--- config.mk ---
export PLATFORM = sky130hd
export DESIGN_NAME = raymarch_frame_scheduler
export DESIGN_NICKNAME = d
export VERILOG_FILES = /design/src/rtl/raymarch_frame_scheduler.sv
export SDC_FILE = /design/constraint.sdc
export NUM_CORES = 1
export LEC_CHECK = 0
export CORE_MARGIN = 1.5
export CORE_UTILIZATION = 53
export DETAILED_ROUTE_END_ITERATION = 10
export PLACE_DENSITY = 0.86
export SETUP_SLACK_MARGIN = 0.3
export SYNTH_ARGS = -nofsm -noshare
export SYNTH_HDL_FRONTEND = slang
export SYNTH_SLANG_ARGS = --single-unit
--- constraint.sdc ---
create_clock -name clk_pixel_in -period 4.7 [get_ports clk_pixel_in]
set_input_delay 0.94 -clock clk_pixel_in [delete_from_list [all_inputs] [get_ports clk_pixel_in]]
set_output_delay 0.94 -clock clk_pixel_in [all_outputs]
set_load 0.05 [all_outputs]
--- src/rtl/raymarch_frame_scheduler.sv ---
// Raster-order pixel scheduler: issues each (x,y) to the raymarcher, waits for its colour
// (or a watchdog fallback), and writes the RGB565 result to the framebuffer port.
module raymarch_frame_scheduler #(
  parameter int          WIDTH          = 300,
  parameter int          HEIGHT         = 300,
  parameter int          ADDR_W         = 17,
  parameter int          TIMEOUT_CYCLES = 4096,
  parameter logic [15:0] FALLBACK_RGB   = 16'hF81F
) (
  input  logic              clk_pixel_in,
  input  logic              rst_in,
  input  logic              start_in,
  output logic              busy_out,
  output logic [32:0]       curr_x_out,
  output logic [32:0]       curr_y_out,
  output logic              pixel_req_out,
  input  logic [7:0]        red_in,
  input  logic [7:0]        green_in,
  input  logic [7:0]        blue_in,
  input  logic              pixel_done_in,
  output logic              fb_we_out,
  output logic [ADDR_W-1:0] fb_addr_out,
  output logic [15:0]       fb_data_out,
  output logic              frame_done_out,
  output logic [15:0]       timeout_cnt_out
);

  localparam int              TW        = $clog2(TIMEOUT_CYCLES);
  localparam logic [TW-1:0]   TIMER_MAX = TW'(TIMEOUT_CYCLES - 1);
  localparam logic [32:0]     X_MAX     = 33'(WIDTH - 1);
  localparam logic [32:0]     Y_MAX     = 33'(HEIGHT - 1);

  typedef enum logic [2:0] {
    S_IDLE  = 3'd0,
    S_ISSUE = 3'd1,
    S_WAIT  = 3'd2,
    S_WRITE = 3'd3,
    S_DONE  = 3'd4
  } state_t;

  state_t            r_state;
  state_t            w_next;
  logic [32:0]       r_x;
  logic [32:0]       r_y;
  logic [ADDR_W-1:0] r_addr;
  logic [ADDR_W-1:0] r_fb_addr;
  logic [15:0]       r_fb_data;
  logic [15:0]       r_timeout_cnt;
  logic [TW-1:0]     r_timer;
  logic              w_timeout;
  logic              w_last_pixel;
  logic [15:0]       w_rgb565;
  logic              w_unused;

  assign w_rgb565     = {red_in[7:3], green_in[7:2], blue_in[7:3]};
  assign w_unused     = ^{red_in[2:0], green_in[1:0], blue_in[2:0]};
  assign w_timeout    = (r_timer == TIMER_MAX);
  assign w_last_pixel = (r_x == X_MAX) && (r_y == Y_MAX);

  assign curr_x_out      = r_x;
  assign curr_y_out      = r_y;
  assign fb_addr_out     = r_fb_addr;
  assign fb_data_out     = r_fb_data;
  assign timeout_cnt_out = r_timeout_cnt;

  always_ff @(posedge clk_pixel_in) begin
    if (!rst_in) r_state <= S_IDLE;
    else         r_state <= w_next;
  end

  // Handshake: pixel_req_out pulses for one cycle with curr_x/curr_y valid; the coordinate
  // stays put until pixel_done_in is seen in WAIT (or the watchdog fires). Done pulses at
  // any other time are stale and dropped.
  always_comb begin
    w_next         = r_state;
    busy_out       = 1'b1;
    pixel_req_out  = 1'b0;
    fb_we_out      = 1'b0;
    frame_done_out = 1'b0;
    case (r_state)
      S_IDLE: begin
        busy_out = 1'b0;
        if (start_in) w_next = S_ISSUE;
      end
      S_ISSUE: begin
        pixel_req_out = 1'b1;
        w_next        = S_WAIT;
      end
      S_WAIT: begin
        if (pixel_done_in || w_timeout) w_next = S_WRITE;
      end
      S_WRITE: begin
        fb_we_out = 1'b1;
        w_next    = w_last_pixel ? S_DONE : S_ISSUE;
      end
      S_DONE: begin
        frame_done_out = 1'b1;
        w_next         = S_IDLE;
      end
      default: begin
        busy_out = 1'b0;
        w_next   = S_IDLE;
      end
    endcase
  end

  always_ff @(posedge clk_pixel_in) begin
    if (!rst_in) begin
      r_x           <= '0;
      r_y           <= '0;
      r_addr        <= '0;
      r_fb_addr     <= '0;
      r_fb_data     <= '0;
      r_timeout_cnt <= '0;
      r_timer       <= '0;
    end else begin
      case (r_state)
        S_IDLE: begin
          if (start_in) begin
            r_x           <= '0;
            r_y           <= '0;
            r_addr        <= '0;
            r_timeout_cnt <= '0;
          end
        end
        S_ISSUE: r_timer <= '0;
        S_WAIT: begin
          // A real result beats the watchdog when both land in the same cycle.
          if (pixel_done_in) begin
            r_fb_data <= w_rgb565;
            r_fb_addr <= r_addr;
          end else if (w_timeout) begin
            r_fb_data <= FALLBACK_RGB;
            r_fb_addr <= r_addr;
            if (r_timeout_cnt != 16'hFFFF) r_timeout_cnt <= r_timeout_cnt + 16'd1;
          end else begin
            r_timer <= r_timer + TW'(1);
          end
        end
        S_WRITE: begin
          if (r_x < X_MAX) begin
            r_x <= r_x + 33'd1;
          end else begin
            r_x <= '0;
            if (r_y < Y_MAX) r_y <= r_y + 33'd1;
          end
          if (!w_last_pixel) r_addr <= r_addr + ADDR_W'(1);
        end
        default: ;
      endcase
    end
  end

endmodule

Yosys cells after proc, flatten, opt, wreduce, memory -nomap -nowiden
Index checks and enable logic that the tools add are counted.
- bits in registers: 147
- bits of input ports: 28
- word-level logic and storage cells: 76
- add/subtract/negate cells: 5
- magnitude comparators: 2
- equal/unequal tests: 17
- muxes and demuxes: 29
- reductions and logical operators: 15
- operator list (kind ; count):
    33-bit two-way mux ; 4
    33-bit one-hot mux with 2 select lines ; 2
    16-bit two-way mux ; 6
    17-bit two-way mux ; 4
    33-bit by 1-bit adder with 33-bit output, second input constant ; 2
    33-bit by 9-bit == test with 1-bit output, second input constant ; 2
    33-bit by 9-bit < comparator with 1-bit output, second input constant ; 2
    17-bit one-hot mux with 2 select lines ; 1
    16-bit one-hot mux with 2 select lines ; 1
    12-bit two-way mux ; 2
    12-bit one-hot mux with 2 select lines ; 1
    2-bit inequality test, second input constant ; 9
    17-bit by 1-bit adder with 17-bit output, second input constant ; 1
    16-bit by 1-bit adder with 16-bit output, second input constant ; 1
    16-bit inequality test, second input constant ; 1
    12-bit by 1-bit adder with 12-bit output, second input constant ; 1
    12-bit == test, second input constant ; 1
    3-bit one-hot mux with 4 select lines ; 1
    3-bit two-way mux ; 3
    2-bit nonzero test ; 4
    3-bit by 2-bit == test with 1-bit output, second input constant ; 2
    2-bit AND reduction ; 3
    3-bit AND reduction ; 2
    5-bit AND reduction ; 1
    8 further kinds ; 11

Longest topological paths before layout
Gate-level depths: netlist of the first run.
- depth in word-level cells: 5
- depth in mapped cells: 9
- mapped depth without buffers: 7

Worst setup path after synthesis of the first run
OpenSTA, ideal clock, no wires.
- path type: input port to flip-flop
- start: input start_in
- end: register r_y[6] (netlist: curr_y_out[6])
- setup time: 132 ps
- arrival time: 2378 ps
- data required time: 4568 ps
- setup slack: 2190 ps
- stages: 7
- buffers on the path: 1
- path through: or3b_1 -> a21o_1 -> nor4_4 -> a21oi_2 -> clkbuf_1 -> o21ai_0 -> a21oi_1
- cells in the longest elaborated chain, start to end: 2
- RTL lines (what ; line ; source):
    start, declared ; 12 ; input logic start_in,
    2-bit inequality test (no line) ; n/a ;
    4-bit AND reduction (no line) ; n/a ;
    end signal, assigned ; 145 ; if (r_y < Y_MAX) r_y <= r_y + 33'd1;
    end, declared ; 44 ; logic [32:0] r_y;
No other way between the ends.
A chain may end at the register's enable or synchronous reset.

Final worst setup path of the first run
- start: register r_state[0]
- end: output pixel_req_out
- cells in the longest elaborated chain, start to end: 2
- RTL lines (what ; line ; source):
    start, declared ; 41 ; state_t r_state;
    start signal, assigned ; 68 ; else r_state <= w_next;
    3-bit by 1-bit == test with 1-bit output ; 80 ; case (r_state)
    1-bit two-way mux ; 80 ;
    end, declared ; 16 ; output logic pixel_req_out,
No other way between the ends.

==> out/summary.txt, run 1 <==
STA
--------------------------------------------------------------------------------
Setup Skew                                                            0.01294 ns
Max-slew violations                                                            0
Slew at the pin closest to its max-slew limit                           1.252 ns
Total negative slack                                                        0 ns
Final cycle utilization of the critical path                              75.93%
Clock period minus final worst setup slack                              3.569 ns
RSZ-0062 raised after global routing                                          no
Fin. Hold Viols                                                                0
Final setup fails                                                              0
Slew HR                                                                   16.21%
Hold_ws                                                                0.4583 ns
Achievable clock frequency                                            0.2802 GHz

FINISH
--------------------------------------------------------------------------------
Fraction of final layout cells with drive strength greater than 1         7.317%
Number of filler cells placed in the layout                                  787
Layout Nets                                                                  841
Most common cell after layout, fill and taps aside                  sky130_fd_sc_hd__dfxtp_1
Non-Filler Cell Area, Final                                             8162 um2
Antenna Cells                                                                  0
Area added between synthesis and finish                                   34.25%
Commonest cells after routing, fill and taps aside                  sky130_fd_sc_hd__dfxtp_1, sky130_fd_sc_hd__clkdlybuf4s50_1, sky130_fd_sc_hd__nand2_1

CTS
--------------------------------------------------------------------------------
Buffer type at the clock tree root                                  sky130_fd_sc_hd__clkbuf_16
Buffers inserted during post-CTS setup optimization                            0
Worst-case clock buffer depth                                                  2
CTS tree                                                                     yes
Clock Pin Slew Worst Setup and Hold Paths                                0.06 ns
Clk_lat worst skew                                                       0.42 ns
Cts repair resizes                                                             0
CTS sink cnt                                                                 147
Clock buffers created by TritonCTS                                            17
# hold bufs at CTS                                                             0
H-Tree Depth                                                                   4

YOSYS
--------------------------------------------------------------------------------
Most used flip-flop cell after synthesis                            sky130_fd_sc_hd__dfxtp_1
Mapped Nets                                                                  711
Yosys warning total                                                            0
Post-Syn Instances                                                           678
Share of flip-flops with an asynchronous set or reset                         0%
Avg Inst Size Synth                                                    8.967 um2
Leading area contributor after synthesis                            sky130_fd_sc_hd__dfxtp_1
Share of synthesized area occupied by flip-flops and latches              48.41%
Number of distinct library cells after synthesis                              62
Cell types with the largest area share after synthesis              sky130_fd_sc_hd__dfxtp_1, sky130_fd_sc_hd__nand2_1, sky130_fd_sc_hd__a21oi_1
Number of flops mapped to enable cells by yosys                                0
Synthesized cell area                                                   6080 um2
Number of synthesized register bits                                          147
Share of the synthesized area in the top cell type                        48.41%

PWR
--------------------------------------------------------------------------------
Cell-internal power                                                     2.238 mW
Portion of total power attributed to combinational logic                    6.6%
Net load switching power                                                645.0 uW
Switching share of power                                                  22.38%
Flop pwr share                                                             43.9%
Areal power density over the cells                                  353.2 nW/um2
Proportion of power drawn by the clock network                             49.6%
Leakage power                                                           2.929 nW
Maximum ir drop on the vdd rail                                         194.4 uV

PLACED DESIGN
--------------------------------------------------------------------------------
Post-detail-place hpwl                                                  11.41 mm
Port Buf Inserts                                                             138
Placed cell areas                                                       7536 um2
Routability cong.                                                         0.8337

CRITICAL PATH
--------------------------------------------------------------------------------
Worst Path Class, Setup                                             flip-flop to output pin
Critical Path End Type                                                output pin
Critical path data arrival time                                          2.63 ns
Worst Path Max Fanout                                                         10
Kind of start point of the critical path                               flip-flop
Startpoint of the lowest-slack register-to-register path            r_state[0]$_SDFFE_PN0P_
CP required                                                              3.76 ns
Worst R2R End                                                       curr_y_out[8]$_SDFFE_PN0P_
Worst setup slack for register-to-register paths                         1.79 ns
Reg2reg path depth                                                             6

FLOORPLAN
--------------------------------------------------------------------------------
Horizontal die dimension                                                110.1 um
Core area                                                              11030 um2
Chip Height                                                             110.1 um
Number of rows created at floorplan                                           38
Overall die area                                                       12120 um2
Initial Util                                                              55.12%
Top Ports                                                                    147

GRT
--------------------------------------------------------------------------------
Global-route wire length before repair                                  27.10 mm
Maximum number of pins on one net before global-route repair                  42
Leftover overflow at the end of global routing                                 0
Initial antenna violation count                                                0
Total routing usage reported by global routing                            28.73%
Via count of the first global-routing pass                                  5570

RUN
--------------------------------------------------------------------------------
Max-cap check violation count                                                  0

STATUS
--------------------------------------------------------------------------------
Status                                                                 completed

HOLD PATH
--------------------------------------------------------------------------------
Min-Delay Startpoint                                                fb_addr_out[5]$_SDFFE_PN0P_
Endpoint with the worst hold slack                                  fb_addr_out[5]$_SDFFE_PN0P_
Worst hold path depth                                                          2
Min-delay worst type                                                flip-flop to flip-flop

DRT
--------------------------------------------------------------------------------
Antenna Violating Nets Remaining                                               0
Number of DRC markers in iteration 0                                         478
Final routed wire length divided by cell count                          17.68 um
Detailed Route WL                                                       16.97 mm
Post-detailed-route via-to-cell ratio                                      6.049
Number of vias in the routed layout                                         5807
First-pass DRT Iterations                                                      5
Remaining design rule violation count                                          0

[cells in the mapped netlist, drive strengths merged (3+ instances only)]
library cell / n
a2111oi: 4
a211oi: 5
a21o: 3
a21oi: 47
a22oi: 8
a311oi: 4
a31oi: 3
and2: 28
and3: 34
and4: 4
buf: 12
clkbuf: 21
dfxtp: 147
ha: 5
inv: 9
mux2i: 3
nand2: 79
nand2b: 3
nand3: 32
nand3b: 4
nand4: 16
nor2: 52
nor3: 9
nor4: 20
o211ai: 11
o21a: 4
o21ai: 19
o221a: 10
o31ai: 5
or2: 3
or3: 17
or4: 13
xnor2: 14
xor2: 8
[critical path, stage by stage, from the launching register on]
cell	delay (ns)
sky130_fd_sc_hd__dfxtp_1	0.51
sky130_fd_sc_hd__or3b_2	0.61
sky130_fd_sc_hd__inv_1	0.24
sky130_fd_sc_hd__clkdlybuf4s50_1	0.85
[flip-flops by register name, indices dropped and copies added, names as in the netlist]
signal and flops:
curr_x_out 33, curr_y_out 33, fb_addr_out 17, r_addr 17, fb_data_out 16, timeout_cnt_out 16
r_timer 12, r_state 3
[metal layers]
| layer | GRT usage (%) | part of all wire (%) |
|---|---|---|
| met1 | 35.10 | 40 |
| met2 | 47.74 | 50 |
| met3 | 7.878 | 7.4 |
| met4 | 12.18 | 2.5 |
| met5 | 0 | 0 |
[worst max-delay path by stage]
stage / start / to
finish: r_state[0]$_SDFFE_PN0P_ / pixel_req_out
global route: start_in / curr_y_out[8]$_SDFFE_PN0P_
detailed placement: start_in / curr_y_out[8]$_SDFFE_PN0P_
CTS: r_state[0]$_SDFFE_PN0P_ / pixel_req_out
global placement: start_in / curr_y_out[8]$_SDFFE_PN0P_
floorplan: start_in / curr_y_out[6]$_SDFFE_PN0P_
[final cells by class]
cell class | instances | area (um2) | share of cell area, %
clock buffers | 21 | 470.5 | 5.764
clock inverters | 10 | 155.1 | 1.901
inverters | 10 | 37.54 | 0.4599
multi-input cells | 488 | 2954 | 36.19
flip-flops and latches | 147 | 2943 | 36.06
well taps | 140 | 175.2 | 2.146
repair buffers | 144 | 1426 | 17.48
[power by group through the flow]
stage                     sequential (mW)  combinational [mW]  clock, mW
after floorplan                      1.31               0.104          0
after global placement               1.29               0.179          0
after detailed placement             1.29               0.185          0
after CTS                            1.26               0.188       1.44
after global routing                 1.27               0.201       1.49
final                                1.26               0.189       1.43
[kinds of logic after synthesis]
logic type	count (synthesis)	synth area share, %
flops	147	48.40
xor+xnor	22	3.169
simple gates	323	28.69
compound gates	135	15.21
buf+inv	43	3.005
mux	3	0.4939
fa+ha+maj	5	1.029
[metrics by stage]
step	power (mW)	instances	utilization (%)	setup WS (ns)
finish	2.882	960	73.99	1.131
global route	2.961	960	73.99	1.024
CTS	2.889	960	73.99	1.161
detailed placement	1.476	929	68.32	0.9550
global placement	1.469	929	68.32	1.167
floorplan	1.415	678	-	2.190
Note: power is estimated with default switching activity, not from simulation.
==> inputs of run 2 (changes only) <==
--- a/config.mk
+++ b/config.mk
@@ -6,9 +6,9 @@
 export NUM_CORES = 1
 export LEC_CHECK = 0
 export CORE_MARGIN = 1.5
-export CORE_UTILIZATION = 53
+export CORE_UTILIZATION = 45
 export DETAILED_ROUTE_END_ITERATION = 10
-export PLACE_DENSITY = 0.86
+export PLACE_DENSITY = 0.78
 export SETUP_SLACK_MARGIN = 0.3
 export SYNTH_ARGS = -nofsm -noshare
 export SYNTH_HDL_FRONTEND = slang
==> constraint.sdc (replaced) <==
create_clock -name clk_pixel_in -period 2.9 [get_ports clk_pixel_in]
set_input_delay 0.58 -clock clk_pixel_in [delete_from_list [all_inputs] [get_ports clk_pixel_in]]
set_output_delay 0.58 -clock clk_pixel_in [all_outputs]
set_load 0.05 [all_outputs]
==> out/summary.txt, run 2 (same netlist as run 1, synthesis figures left out) <==
CRITICAL PATH
--------------------------------------------------------------------------------
Worst Path Class, Setup                                             input port to flip-flop
Critical path data arrival time                                          2.85 ns
Start point of the critical path                                        start_in
CP required                                                              3.24 ns
Worst Path Max Fanout                                                         15
Kind of start point of the critical path                              input port
Startpoint of the lowest-slack register-to-register path            curr_x_out[21]$_SDFFE_PN0P_
Critical Path End Type                                                 flip-flop

FINISH
--------------------------------------------------------------------------------
Antenna Cells                                                                  0
Area added between synthesis and finish                                   36.84%
Fraction of final layout cells with drive strength greater than 1         9.255%
Commonest cells after routing, fill and taps aside                  sky130_fd_sc_hd__dfxtp_1, sky130_fd_sc_hd__clkdlybuf4s50_1, sky130_fd_sc_hd__nand2_1
Non-Filler Cell Area, Final                                             8319 um2
Most common cell after layout, fill and taps aside                  sky130_fd_sc_hd__dfxtp_1
Layout Nets                                                                  852

PLACED DESIGN
--------------------------------------------------------------------------------
Placement Setup Slack                                                 -0.1862 ns
Routability cong.                                                         0.8405
Port Buf Inserts                                                             138
Post-detail-place hpwl                                                  11.31 mm
Placed cell areas                                                       7659 um2

FLOORPLAN
--------------------------------------------------------------------------------
Initial Util                                                              46.09%
Horizontal die dimension                                                119.2 um
Core area                                                              13190 um2
Overall die area                                                       14220 um2
Chip Height                                                             119.2 um
Number of rows created at floorplan                                           42
Top Ports                                                                    147

CTS
--------------------------------------------------------------------------------
Worst-case clock buffer depth                                                  2
Clock Pin Slew Worst Setup and Hold Paths                                0.06 ns
Clock buffers created by TritonCTS                                            17
CTS sink cnt                                                                 147
CTS tree                                                                     yes
H-Tree Depth                                                                   4
Buffers inserted during post-CTS setup optimization                            0
Clk_lat worst skew                                                       0.42 ns
Buffer type at the clock tree root                                  sky130_fd_sc_hd__clkbuf_16

RUN
--------------------------------------------------------------------------------
Max-cap check violation count                                                  0

GRT
--------------------------------------------------------------------------------
Initial antenna violation count                                                0
Via count of the first global-routing pass                                  5551
Leftover overflow at the end of global routing                                 0
Total routing usage reported by global routing                            23.22%
Global-route wire length before repair                                  26.61 mm
Maximum number of pins on one net before global-route repair                  42

PWR
--------------------------------------------------------------------------------
Leakage power                                                           3.025 nW
Areal power density over the cells                                  572.0 nW/um2
Tot Pwr                                                                 4.759 mW
Maximum ir drop on the vdd rail                                         446.1 uV

STA
--------------------------------------------------------------------------------
Final setup fails                                                              0
Slew HR                                                                   49.35%
Max-slew violations                                                            0
Final cycle utilization of the critical path                              86.57%
Setup Skew                                                           0.008023 ns
Achievable clock frequency                                            0.3983 GHz
RSZ-0062 raised after global routing                                          no
Total negative slack                                                        0 ns
Final worst slack                                                      0.3894 ns
Slew at the pin closest to its max-slew limit                          0.7589 ns
Fin. Hold Viols                                                                0
Clock period minus final worst setup slack                              2.511 ns

DRT
--------------------------------------------------------------------------------
Detailed Route WL                                                       16.48 mm
Remaining design rule violation count                                          0
Post-detailed-route via-to-cell ratio                                      5.696
Number of vias in the routed layout                                         5742
First-pass DRT Iterations                                                      5
Final routed wire length divided by cell count                          16.34 um
Antenna Violating Nets Remaining                                               0
Number of DRC markers in iteration 0                                         464

STATUS
--------------------------------------------------------------------------------
Status                                                                 completed

HOLD PATH
--------------------------------------------------------------------------------
Min-Delay Startpoint                                                fb_addr_out[13]$_SDFFE_PN0P_
Min-delay worst type                                                flip-flop to flip-flop

==> run 2: changes by cell type in the layout (fill, tap and decap cells not counted), moves of 2 or more <==
| cell | previous run | this run |
|---|---|---|
| sky130_fd_sc_hd__clkinvlp_4 | 2 | 0 |
| sky130_fd_sc_hd__inv_6 | 0 | 2 |
| sky130_fd_sc_hd__clkinv_4 | 0 | 5 |
| sky130_fd_sc_hd__clkdlybuf4s50_1 | 138 | 134 |
| sky130_fd_sc_hd__buf_4 | 6 | 19 |
| sky130_fd_sc_hd__clkinv_2 | 4 | 1 |
==> run 2: timing repair <==
item                       4_1_cts  5_1_grt
setup endpoints to repair        2        4
gates resized for setup          2        3
hold buffers                     0        0
pin swaps                        0        0
==> run 2: worst paths after layout <==
path,slack (ns),cells after the start,end
setup / recovery,0.39,7,curr_y_out[3]$_SDFFE_PN0P_
hold / removal,0.45,2,fb_addr_out[13]$_SDFFE_PN0P_
setup reg to reg,0.51,7,curr_y_out[13]$_SDFFE_PN0P_
hold reg to reg,0.45,2,fb_addr_out[13]$_SDFFE_PN0P_
==> run 2: area by class of cell <==
type	instances	area [um2]
fill	1103	4871
multi-input combinational	488	2962
sequential	147	2944
timing repair buffer	155	1505
clock buffer	19	452.9
tap	176	220.2
clock inverter	13	197.7
inverter	10	37.54
==> run 2: power by group <==
part	total (mW)	internal, mW	switching (mW)	leakage [nW]
clock network	2.39	1.50	0.891	0.320
registers	2.05	2.03	0.0144	1.18
logic	0.317	0.106	0.211	1.52
==> run 2: metrics by stage <==
stage	instances	util (%)	hold slack [ns]
after global placement	976	58.06	0.4426
after detailed placement	976	58.06	0.4489
after floorplan	678	-	0.4405
after CTS	1008	63.01	0.4572
after global routing	1008	63.07	0.4746
final	1008	63.07	0.4530
==> run 2: critical path, stage by stage <==
cell and delay [ns]:
sky130_fd_sc_hd__clkdlybuf4s50_1 0.47, sky130_fd_sc_hd__or3b_1 0.37, sky130_fd_sc_hd__a21o_1 0.33, sky130_fd_sc_hd__nor4_4 0.35, sky130_fd_sc_hd__a21oi_2 0.20, sky130_fd_sc_hd__or3_1 0.38, sky130_fd_sc_hd__a21oi_1 0.16
==> run 2: metal layers <==
layer  GRT usage (%)  vias up  wire, um
met3           8.381       39      1260
met5               0        -         0
met2           36.52      202      7703
met4           10.69        0       450
met1           28.39     2738      7061
li1                -     2763         -
==> inputs of run 3 (changes only) <==
--- a/config.mk
+++ b/config.mk
@@ -6,9 +6,10 @@
 export NUM_CORES = 1
 export LEC_CHECK = 0
 export CORE_MARGIN = 1.5
-export CORE_UTILIZATION = 45
+export CORE_UTILIZATION = 53
 export DETAILED_ROUTE_END_ITERATION = 10
-export PLACE_DENSITY = 0.78
+export PLACE_DENSITY = 0.86
+export REMOVE_ABC_BUFFERS = 1
 export SETUP_SLACK_MARGIN = 0.3
 export SYNTH_ARGS = -nofsm -noshare
 export SYNTH_HDL_FRONTEND = slang
==> constraint.sdc (replaced) <==
create_clock -name clk_pixel_in -period 3 [get_ports clk_pixel_in]
set_input_delay 0.6 -clock clk_pixel_in [delete_from_list [all_inputs] [get_ports clk_pixel_in]]
set_output_delay 0.6 -clock clk_pixel_in [all_outputs]
set_load 0.05 [all_outputs]
==> out/summary.txt, run 3 (same netlist as run 1, synthesis figures left out) <==
STATUS
--------------------------------------------------------------------------------
Status                                                                 completed

CRITICAL PATH
--------------------------------------------------------------------------------
Kind of cell with the highest combined delay on the critical path   simple AND/OR/NAND/NOR gates
Worst Path Max Fanout                                                         10
Largest stage delay on the critical path                                 0.59 ns
Slowest-stage cell, CP                                              sky130_fd_sc_hd__or3b_2
Reg2reg path depth                                                             7
Critical path data arrival time                                          1.99 ns
Number of buffers and inverters on the critical path                           2
Critical Path End Type                                                output pin
Worst R2R End                                                       timeout_cnt_out[7]$_SDFFE_PN0P_
Start point of the critical path                                    r_state[0]$_SDFFE_PN0P_
Worst setup slack for register-to-register paths                         0.59 ns
Startpoint of the lowest-slack register-to-register path            r_timer[0]$_SDFFE_PN0P_
Worst Path Class, Setup                                             flip-flop to output pin
CP required                                                              2.40 ns
Cell-by-cell listing of the critical path                           or3b_2, inv_1, buf_4
Kind of start point of the critical path                               flip-flop

FINISH
--------------------------------------------------------------------------------
Post-Layout Cell Count                                                       971
Commonest cells after routing, fill and taps aside                  sky130_fd_sc_hd__dfxtp_1, sky130_fd_sc_hd__clkdlybuf4s50_1, sky130_fd_sc_hd__nand2_1
Layout Nets                                                                  851
Non-Filler Cell Area, Final                                             8178 um2
Area added between synthesis and finish                                   34.51%
Post-layout util                                                          74.14%
Fraction of final layout cells with drive strength greater than 1         8.785%
Most common cell after layout, fill and taps aside                  sky130_fd_sc_hd__dfxtp_1
Antenna Cells                                                                  0

DRT
--------------------------------------------------------------------------------
Number of DRC markers in iteration 0                                         323
Number of vias in the routed layout                                         5745
Detailed Route WL                                                       16.18 mm
Final routed wire length divided by cell count                          16.66 um
Post-detailed-route via-to-cell ratio                                      5.917
Remaining design rule violation count                                          0
First-pass DRT Iterations                                                      6
Antenna Violating Nets Remaining                                               0

STA
--------------------------------------------------------------------------------
Max-slew violations                                                            0
Fin. Hold Viols                                                                0
RSZ-0062 raised after global routing                                          no
Final setup fails                                                              0
Slew at the pin closest to its max-slew limit                          0.7928 ns
Final cycle utilization of the critical path                              86.25%
Slew HR                                                                   46.74%
Setup Skew                                                           0.006077 ns
Achievable clock frequency                                            0.3865 GHz
Clock period minus final worst setup slack                              2.587 ns

CTS
--------------------------------------------------------------------------------
Buffer type at the clock tree root                                  sky130_fd_sc_hd__clkbuf_16
Clock Pin Slew Worst Setup and Hold Paths                                0.06 ns
# hold bufs at CTS                                                             0
Clk_lat worst skew                                                       0.42 ns
CTS sink cnt                                                                 147
Worst-case clock buffer depth                                                  2
Clock buffers created by TritonCTS                                            17
H-Tree Depth                                                                   4
CTS tree                                                                     yes

PLACED DESIGN
--------------------------------------------------------------------------------
Port Buf Inserts                                                             138
DP Cell Count                                                                939
Placed cell areas                                                       7609 um2
Routability cong.                                                         0.8529
Post-detail-place hpwl                                                  11.06 mm

FLOORPLAN
--------------------------------------------------------------------------------
Chip Height                                                             110.1 um
Initial Util                                                              55.12%
Top Ports                                                                    147
Number of rows created at floorplan                                           38
Overall die area                                                       12120 um2
Horizontal die dimension                                                110.1 um
Core area                                                              11030 um2

PWR
--------------------------------------------------------------------------------
Maximum ir drop on the vdd rail                                         423.4 uV
Areal power density over the cells                                  524.3 nW/um2
Leakage power                                                           2.978 nW

GRT
--------------------------------------------------------------------------------
Maximum number of pins on one net before global-route repair                  42
Via count of the first global-routing pass                                  5447
Leftover overflow at the end of global routing                                 0
Initial antenna violation count                                                0
Total routing usage reported by global routing                            27.03%
Global-route wire length before repair                                  25.79 mm

RUN
--------------------------------------------------------------------------------
Max-cap check violation count                                                  0

HOLD PATH
--------------------------------------------------------------------------------
Min-delay worst type                                                flip-flop to flip-flop
Worst hold path depth                                                          2
Endpoint with the worst hold slack                                  fb_addr_out[16]$_SDFFE_PN0P_
Min-Delay Startpoint                                                fb_addr_out[16]$_SDFFE_PN0P_

run 3: cell count changes in the layout (fill, tap and decap cells not counted), moves of 2 or more:
| cell | delta |
|---|---|
| sky130_fd_sc_hd__bufinv_16 | -3 |
| sky130_fd_sc_hd__clkinv_4 | -4 |
| sky130_fd_sc_hd__clkinv_2 | +6 |
| sky130_fd_sc_hd__clkbuf_8 | +2 |
| sky130_fd_sc_hd__inv_6 | -2 |
| sky130_fd_sc_hd__buf_4 | -2 |
run 3: per-stage QoR:
stage	setup slack [ns]	TNS (ns)	hold slack, ns	power [mW]
2_1_floorplan	0.3734	0	0.4405	2.193
3_3_place_gp	0.09117	0	0.4427	2.315
3_5_place_dp	-0.01197	-0.01197	0.4475	2.322
4_1_cts	0.3664	0	0.4553	4.302
5_1_grt	0.3325	0	0.4745	4.393
6_report	0.4126	0	0.4517	4.287
run 3: per-layer routing:
layer | track usage (%) | up-vias | wire, um
met5 | 0 | - | 0
met4 | 10.81 | 0 | 351
met3 | 7.349 | 35 | 1120
met2 | 44.81 | 217 | 7843
met1 | 33.40 | 2732 | 6865
li1 | - | 2761 | -
run 3: how the worst max path moves through the flow:
stage                                            end  slack, ns  cells after the start
final                                  pixel_req_out       0.41                      3
after global routing                   pixel_req_out       0.33                      3
after CTS                                   busy_out       0.37                      3
after detailed placement  curr_y_out[8]$_SDFFE_PN0P_      -0.01                      7
after global placement    curr_y_out[8]$_SDFFE_PN0P_       0.09                      7
after floorplan              r_addr[15]$_SDFFE_PN0P_       0.37                      6
run 3: worst register-to-register path, delay by kind of cell (launching register included):
family / cells / cell delay, ns
AO/OA/AOI/OAI: 1 / 0.24
adder cells (fa/ha/maj): 1 / 0.22
flip-flops: 1 / 0.38
AND/OR/NAND/NOR: 5 / 1.51
run 3: repair_timing:
action / CTS / global route
setup endpoints to repair: 1 / 3
resized for setup: 1 / 2
cloned: 0 / 0
setup buffers: 0 / 0
run 3: layout make-up:
type | count | area [um2]
Sequential cell | 147 | 2943
Clock buffer | 22 | 484.2
Fill cell | 804 | 2853
Tap cell | 140 | 175.2
Inverter | 10 | 37.54
Multi-Input combinational cell | 488 | 2957
Timing Repair Buffer | 154 | 1500
Clock inverter | 10 | 81.33
run 3: power by group:
group          switching [mW]  internal, mW
clock                   0.786          1.22
combinational           0.202         0.102
sequential             0.0130          1.97
